===== config.mk =====
export PLATFORM = sky130hd
export DESIGN_NAME = fa_pipe
export DESIGN_NICKNAME = d
export VERILOG_FILES = /design/src/rtl/fa_pipe.sv
export SDC_FILE = /design/constraint.sdc
export NUM_CORES = 1
export LEC_CHECK = 0
export ABC_AREA = 1
export CAP_MARGIN = 25
export CORE_MARGIN = 3
export CORE_UTILIZATION = 50
export DETAILED_ROUTE_END_ITERATION = 10
export GPL_ROUTABILITY_DRIVEN = 0
export PLACE_DENSITY = 0.79
export SYNTH_ARGS = -nofsm -noshare
export SYNTH_HDL_FRONTEND = slang
export SYNTH_SLANG_ARGS = --single-unit
export TNS_END_PERCENT = 50

===== constraint.sdc =====
create_clock -name sys_clk -period 9.1 [get_ports sys_clk]
set_clock_uncertainty 0.2 [all_clocks]
set_input_delay 2.275 -clock sys_clk [delete_from_list [all_inputs] [get_ports sys_clk]]
set_output_delay 2.275 -clock sys_clk [all_outputs]
set_load 0.05 [all_outputs]

===== src/rtl/fa_pipe.sv =====
// fa_pipe -- pipelined WIDTH-bit adder/subtractor.
// One SEG-bit segment is resolved per stage and the carry is registered between
// stages. Valid/ready handshakes on both sides carry backpressure.
// Optional build macro: FA_PIPE_FLAGS_EN adds registered ov (signed overflow)
// and z (sum is zero) outputs. The default build has neither port nor logic.
// WIDTH must be a multiple of SEG, with STAGES = WIDTH/SEG >= 1.
module fa_pipe #(
  parameter int WIDTH = 16,
  parameter int SEG   = 4
) (
  input  logic             sys_clk,
  input  logic             reset,
  input  logic             in_valid,
  output logic             in_ready,
  input  logic [WIDTH-1:0] a,
  input  logic [WIDTH-1:0] b,
  input  logic             ci,
  input  logic             sub,
  output logic             out_valid,
  input  logic             out_ready,
  output logic [WIDTH-1:0] s,
  output logic             co
`ifdef FA_PIPE_FLAGS_EN
  ,
  output logic             ov,
  output logic             z
`endif
);

  localparam int STAGES = WIDTH / SEG;

  // Effective addend: b inverted for subtraction.
  logic [WIDTH-1:0]  w_eb;

  // Per-stage state exported from each stage scope so that the next stage
  // and the advance chain can see it.
  logic [STAGES-1:0] w_vld;
  logic [STAGES-1:0] w_cy;
  logic [STAGES-1:0] w_adv;
  logic [WIDTH-1:0]  w_sa [STAGES];
  logic [WIDTH-1:0]  w_b  [STAGES];

  assign w_eb = b ^ {WIDTH{sub}};

  // Advance chain, resolved from the output end back to the input end.
  // A stage may load when it is empty or when its own content moves on.
  // This path is purely combinational from out_ready to in_ready.
  always_comb begin
    w_adv = '0;
    w_adv[STAGES-1] = !w_vld[STAGES-1] || out_ready;
    for (int k = STAGES - 2; k >= 0; k--) begin
      w_adv[k] = !w_vld[k] || w_adv[k+1];
    end
  end

  assign in_ready  = w_adv[0];
  assign out_valid = w_vld[STAGES-1];
  assign s         = w_sa[STAGES-1];
  assign co        = w_cy[STAGES-1];

  generate
    for (genvar gi = 0; gi < STAGES; gi++) begin : gen_stage
      // Bit offset of the segment this stage resolves.
      localparam int LO = gi * SEG;

      logic             w_in_vld;
      logic             w_in_cy;
      logic [WIDTH-1:0] w_in_sa;
      logic [WIDTH-1:0] w_in_b;
      logic [SEG:0]     w_seg;
      logic [WIDTH-1:0] w_sa_next;

      // r_sa packs the resolved sum segments in its low bits and the still
      // unresolved augend segments in its high bits. Each stage overwrites
      // exactly one augend segment with its sum segment, so after the last
      // stage r_sa is the complete sum. r_b carries the effective addend;
      // its already-consumed low segments are dead and trimmed by synthesis.
      logic             r_vld;
      logic             r_cy;
      logic [WIDTH-1:0] r_sa;
      logic [WIDTH-1:0] r_b;

      if (gi == 0) begin : gen_head
        assign w_in_vld = in_valid;
        assign w_in_cy  = ci;
        assign w_in_sa  = a;
        assign w_in_b   = w_eb;
      end else begin : gen_body
        assign w_in_vld = w_vld[gi-1];
        assign w_in_cy  = w_cy[gi-1];
        assign w_in_sa  = w_sa[gi-1];
        assign w_in_b   = w_b[gi-1];
      end

      // Segment add: SEG sum bits plus the carry handed to the next stage.
      assign w_seg = {1'b0, w_in_sa[LO +: SEG]}
                   + {1'b0, w_in_b[LO +: SEG]}
                   + {{SEG{1'b0}}, w_in_cy};

      // Splice this stage's sum segment over the augend segment it consumed.
      always_comb begin
        w_sa_next = w_in_sa;
        w_sa_next[LO +: SEG] = w_seg[SEG-1:0];
      end

      // Stage register: load from upstream on advance, otherwise hold.
      always_ff @(posedge sys_clk or posedge reset) begin
        if (reset) begin
          r_vld <= 1'b0;
          r_cy  <= 1'b0;
          r_sa  <= '0;
          r_b   <= '0;
        end else if (w_adv[gi]) begin
          r_vld <= w_in_vld;
          r_cy  <= w_seg[SEG];
          r_sa  <= w_sa_next;
          r_b   <= w_in_b;
        end
      end

      assign w_vld[gi] = r_vld;
      assign w_cy[gi]  = r_cy;
      assign w_sa[gi]  = r_sa;
      assign w_b[gi]   = r_b;

`ifdef FA_PIPE_FLAGS_EN
      if (gi == STAGES - 1) begin : gen_flags
        logic r_ov;
        logic r_z;

        // Flags registered alongside the final sum. The carry into the MSB is
        // recovered as a ^ b ^ s at that bit; XOR with carry-out gives signed
        // overflow.
        always_ff @(posedge sys_clk or posedge reset) begin
          if (reset) begin
            r_ov <= 1'b0;
            r_z  <= 1'b0;
          end else if (w_adv[gi]) begin
            r_ov <= w_in_sa[WIDTH-1] ^ w_in_b[WIDTH-1] ^ w_seg[SEG-1] ^ w_seg[SEG];
            r_z  <= (w_sa_next == '0);
          end
        end

        assign ov = r_ov;
        assign z  = r_z;
      end
`endif
    end
  endgenerate

endmodule


# Yosys cells after proc, flatten, opt, wreduce, memory -nomap -nowiden

Cells that the tools add are included.

Output and inout port bits: 19
Word-level logic and storage cells: 32
Flip-flop bits (word level): 120
Bits of input ports: 38

Bitwise logic cells: 1
Reduce and logical (&&, ||, !) cells: 8
Add/subtract/negate cells: 8

Operators by type and width:

| kind                                   | count |
|---|---|
| 4-bit by 4-bit adder with 5-bit output | 4 |
| 5-bit by 1-bit adder with 5-bit output | 4 |
| 16-bit bitwise XOR                     | 1 |
| 1-bit zero test                        | 4 |
| 1-bit logical OR                       | 4 |

# Depth between registers and ports, before layout

Word-level depth: 5
Gate-level depth with buffers: 10
Depth with buffers taken out: 9

# Worst setup path after synthesis

No wires, ideal clock.

Path type: input to output
Start: input out_ready
End: output in_ready
Data arrival time: 3.026 ns
Path slack: 3.599 ns
Buffers on the path: 1
Cell stages on the path: 3
Cells stage by stage: nor2_4 -> nand4_4 -> clkbuf_1

Longest elaborated chain between the ends: 4

RTL lines:

| element                        | line | RTL |
|---|---|---|
| start, declared                | 20   | `input logic out_ready,` |
| 1-bit logical OR               | 50   | `w_adv[STAGES-1] = !w_vld[STAGES-1] \|\| out_ready;` |
| 1-bit logical OR (3 in series) | 52   | `w_adv[k] = !w_vld[k] \|\| w_adv[k+1];` |
| end, declared                  | 14   | `output logic in_ready,` |

No other way between the ends.

# Worst setup path in the final report

Same ends and word-level chain as after synthesis.

==> flow_metrics.env <==
export IMPL_rsz0062_at_grt="no"
export IMPL_chipHeight_um=98.77
export IMPL_post_cts_resized=0
export IMPL_max_vdd_ir_drop_mv=0.09152
export IMPL_rows=33
export IMPL_r2r_start="out_valid"
export IMPL_hpwl_um=5211
export IMPL_crit_required_ns=6.63
export IMPL_synth_warnings=0
export IMPL_grt_first_pass_wirelength_um=12640
export IMPL_antennaDiodeCount=0
export IMPL_drtIter0Drc=96
export IMPL_pin_count=57
export IMPL_hp_class="flip-flop to flip-flop"
export IMPL_multi_input_area_um2=1644
export IMPL_rrSetupSlack_ns=6.61
export IMPL_period_minus_slack_ns=7.150
export IMPL_root_buffer="clkbuf_8"
export IMPL_post_route_util=0.6169
export IMPL_ant_nets=0
export IMPL_nFillCells=693
export IMPL_synth_area_um2=4303
export IMPL_finalCritPeriodShare=0.7858
export IMPL_syn_to_final_growth_pct=18.99
export IMPL_die_x_um=98.77
export IMPL_critPathCaptureType="output port"
export IMPL_grt_pass1_vias=2877
export IMPL_start_kind="input pin"
export IMPL_synth_edf_count=0
export IMPL_yosysTopAreaCell="dfrtp_1"
export IMPL_routed_wl_um=7202
export IMPL_die_area_um2=9755
export IMPL_yosysTopAreaCellShare=0.5583
export IMPL_final_area_um2=5120
export IMPL_synth_seq_area_share=0.5583
export IMPL_ys_ff_latch=96
export IMPL_synth_top_flop_cell="dfrtp_1"
export IMPL_first_pass_iters=4
export IMPL_tritoncts="done"
export IMPL_cts_buffer_depth=2
export IMPL_grtUsageTotal=0.1584
export IMPL_synth_common_cells="nand2_1, dfrtp_1, inv_1"
export IMPL_syn_inst=470
export IMPL_yosysMostFrequentCell="nand2_1"
export IMPL_post_cts_setup_buffers=0
export IMPL_cp_max_fo=34
export IMPL_htreeDepth=3
export IMPL_drc=0
export IMPL_postSynth_asyncResetShare=1.000
export IMPL_max_slew_margin=0.5831
export IMPL_whs_endpoint="gen_stage[0].r_b[11]"
export IMPL_start_util=0.5185
export IMPL_vias=2966
export IMPL_nNetsFinal=579
export IMPL_avgSynthCellArea_um2=9.155
export IMPL_drive_gt1_frac=0.05714
export IMPL_setup_viol=0
export IMPL_antenna_found_initial=0
export IMPL_clk_pin_slew_ns=0.07
export IMPL_syn_nets=528
export IMPL_grt_max_degree=54
export IMPL_crit_type="input pin to output port"
export IMPL_worst_pin_slew_ns=0.6254
export IMPL_min_path_cells=2
export IMPL_status="finished, final reports clean"
export IMPL_numCtsBuffers=9
export IMPL_hold_violations=0
export IMPL_overflow=0
export IMPL_worstHoldStart="gen_stage[0].r_b[11]"
export IMPL_clkSinkCount=96
export IMPL_wl_per_cell_um=11.43
export IMPL_synth_area_leaders="dfrtp_1, nand2_1, o21ai_0"
export IMPL_drv_slew=0
export IMPL_max_freq_mhz=139.9
export IMPL_core_area_um2=8299
export IMPL_power_density_nw_per_um2=259.2
export IMPL_tns_ns=0
export IMPL_cp_data_arrival_time_ns=4.68
export IMPL_leakagePower_nw=2.573
export IMPL_r2r_end="gen_stage[0].r_b[12]"
export IMPL_clk_latency_ns=0.35
export IMPL_ff_latch_area_um2=2402
export IMPL_reg2reg_depth=6
export IMPL_postCtsHoldBufs=0
export IMPL_postPlaceCellArea_um2=4917
export IMPL_synth_cell_types=22
export IMPL_placement_io_buffers=56
export IMPL_drt_vias_per_instance=4.708
export IMPL_cap_viol_max_count=0
per-layer routing:
layer / vias up / global-route usage / share of wire
li1: 1549 / - / -
met1: 1344 / 0.2111 / 0.49
met2: 59 / 0.2505 / 0.45
met3: 14 / 0.03539 / 0.044
met4: 0 / 0.06933 / 0.020
met5: - / 0 / 0
worst max-delay path by stage:
stage | startpoint | end | slack (ns) | cells after the start
after CTS | out_ready | in_ready | 1.93 | 4
final | out_ready | in_ready | 1.95 | 4
after global placement | out_ready | in_ready | 1.93 | 4
after floorplan | out_ready | in_ready | 3.60 | 3
after detailed placement | out_ready | in_ready | 1.93 | 4
after global routing | out_ready | in_ready | 1.78 | 4
critical path, stage by stage:
cell and delay (ns):
clkdlybuf4s50_1 0.46, nor2_4 0.52, nand4_4 0.54, clkdlybuf4s50_1 0.86
logic make-up (layout without fill, tap and decap cells):
group           after synthesis  after routing  synth area share
xor+xnor                     18             18           0.03664
flops                        96             96            0.5583
simple gates                219            219            0.2070
compound gates               56             56           0.06630
buf+inv                      61            116           0.05961
fa+ha+maj                    20             20           0.07211
per-stage QoR:
| stage | setup slack, ns | power, mW | cells | hold WS, ns |
|---|---|---|---|---|
| 3_5_place_dp | 1.926 | 1.051 | 615 | 0.2595 |
| 5_1_grt | 1.776 | 1.415 | 630 | 0.2998 |
| 6_report | 1.950 | 1.327 | 630 | 0.2729 |
| 3_3_place_gp | 1.933 | 1.033 | 615 | 0.2553 |
| 2_1_floorplan | 3.599 | 0.9105 | 470 | 0.2422 |
| 4_1_cts | 1.932 | 1.340 | 630 | 0.2792 |
layout make-up:
cell class | count | area share
flip-flops and latches | 96 | 0.4692
well taps | 105 | 0.02566
repair buffers | 58 | 0.1124
clock buffers | 12 | 0.02639
multi-input cells | 313 | 0.3211
clock inverters | 3 | 0.01320
inverters | 43 | 0.03201
placed cells by master, fill, tap and decap left out, drive strengths merged:
master,count
ha,12
nand3,13
nand4,1
xor2,17
inv,43
o21ai,47
buf,2
fa,8
clkbuf,12
nor2,6
o31ai,1
clkdlybuf4s50,56
xnor2,1
o21bai,1
nand2,194
dfrtp,96
clkinvlp,1
bufinv,2
or2,5
a21oi,7
state kept, by name, indices dropped and copies added, names as in the netlist:
register	flops
co	1
gen_stage.r_b	24
gen_stage.r_cy	3
gen_stage.r_sa	48
gen_stage.r_vld	3
out_valid	1
s	16
report_power, final:
part | internal [mW] | switching (mW) | leakage [nW]
clock network | 0.154 | 0.134 | 0.0967
registers | 0.540 | 0.0576 | 1.15
logic | 0.161 | 0.281 | 1.33
Power figures use the tool's default switching activity.
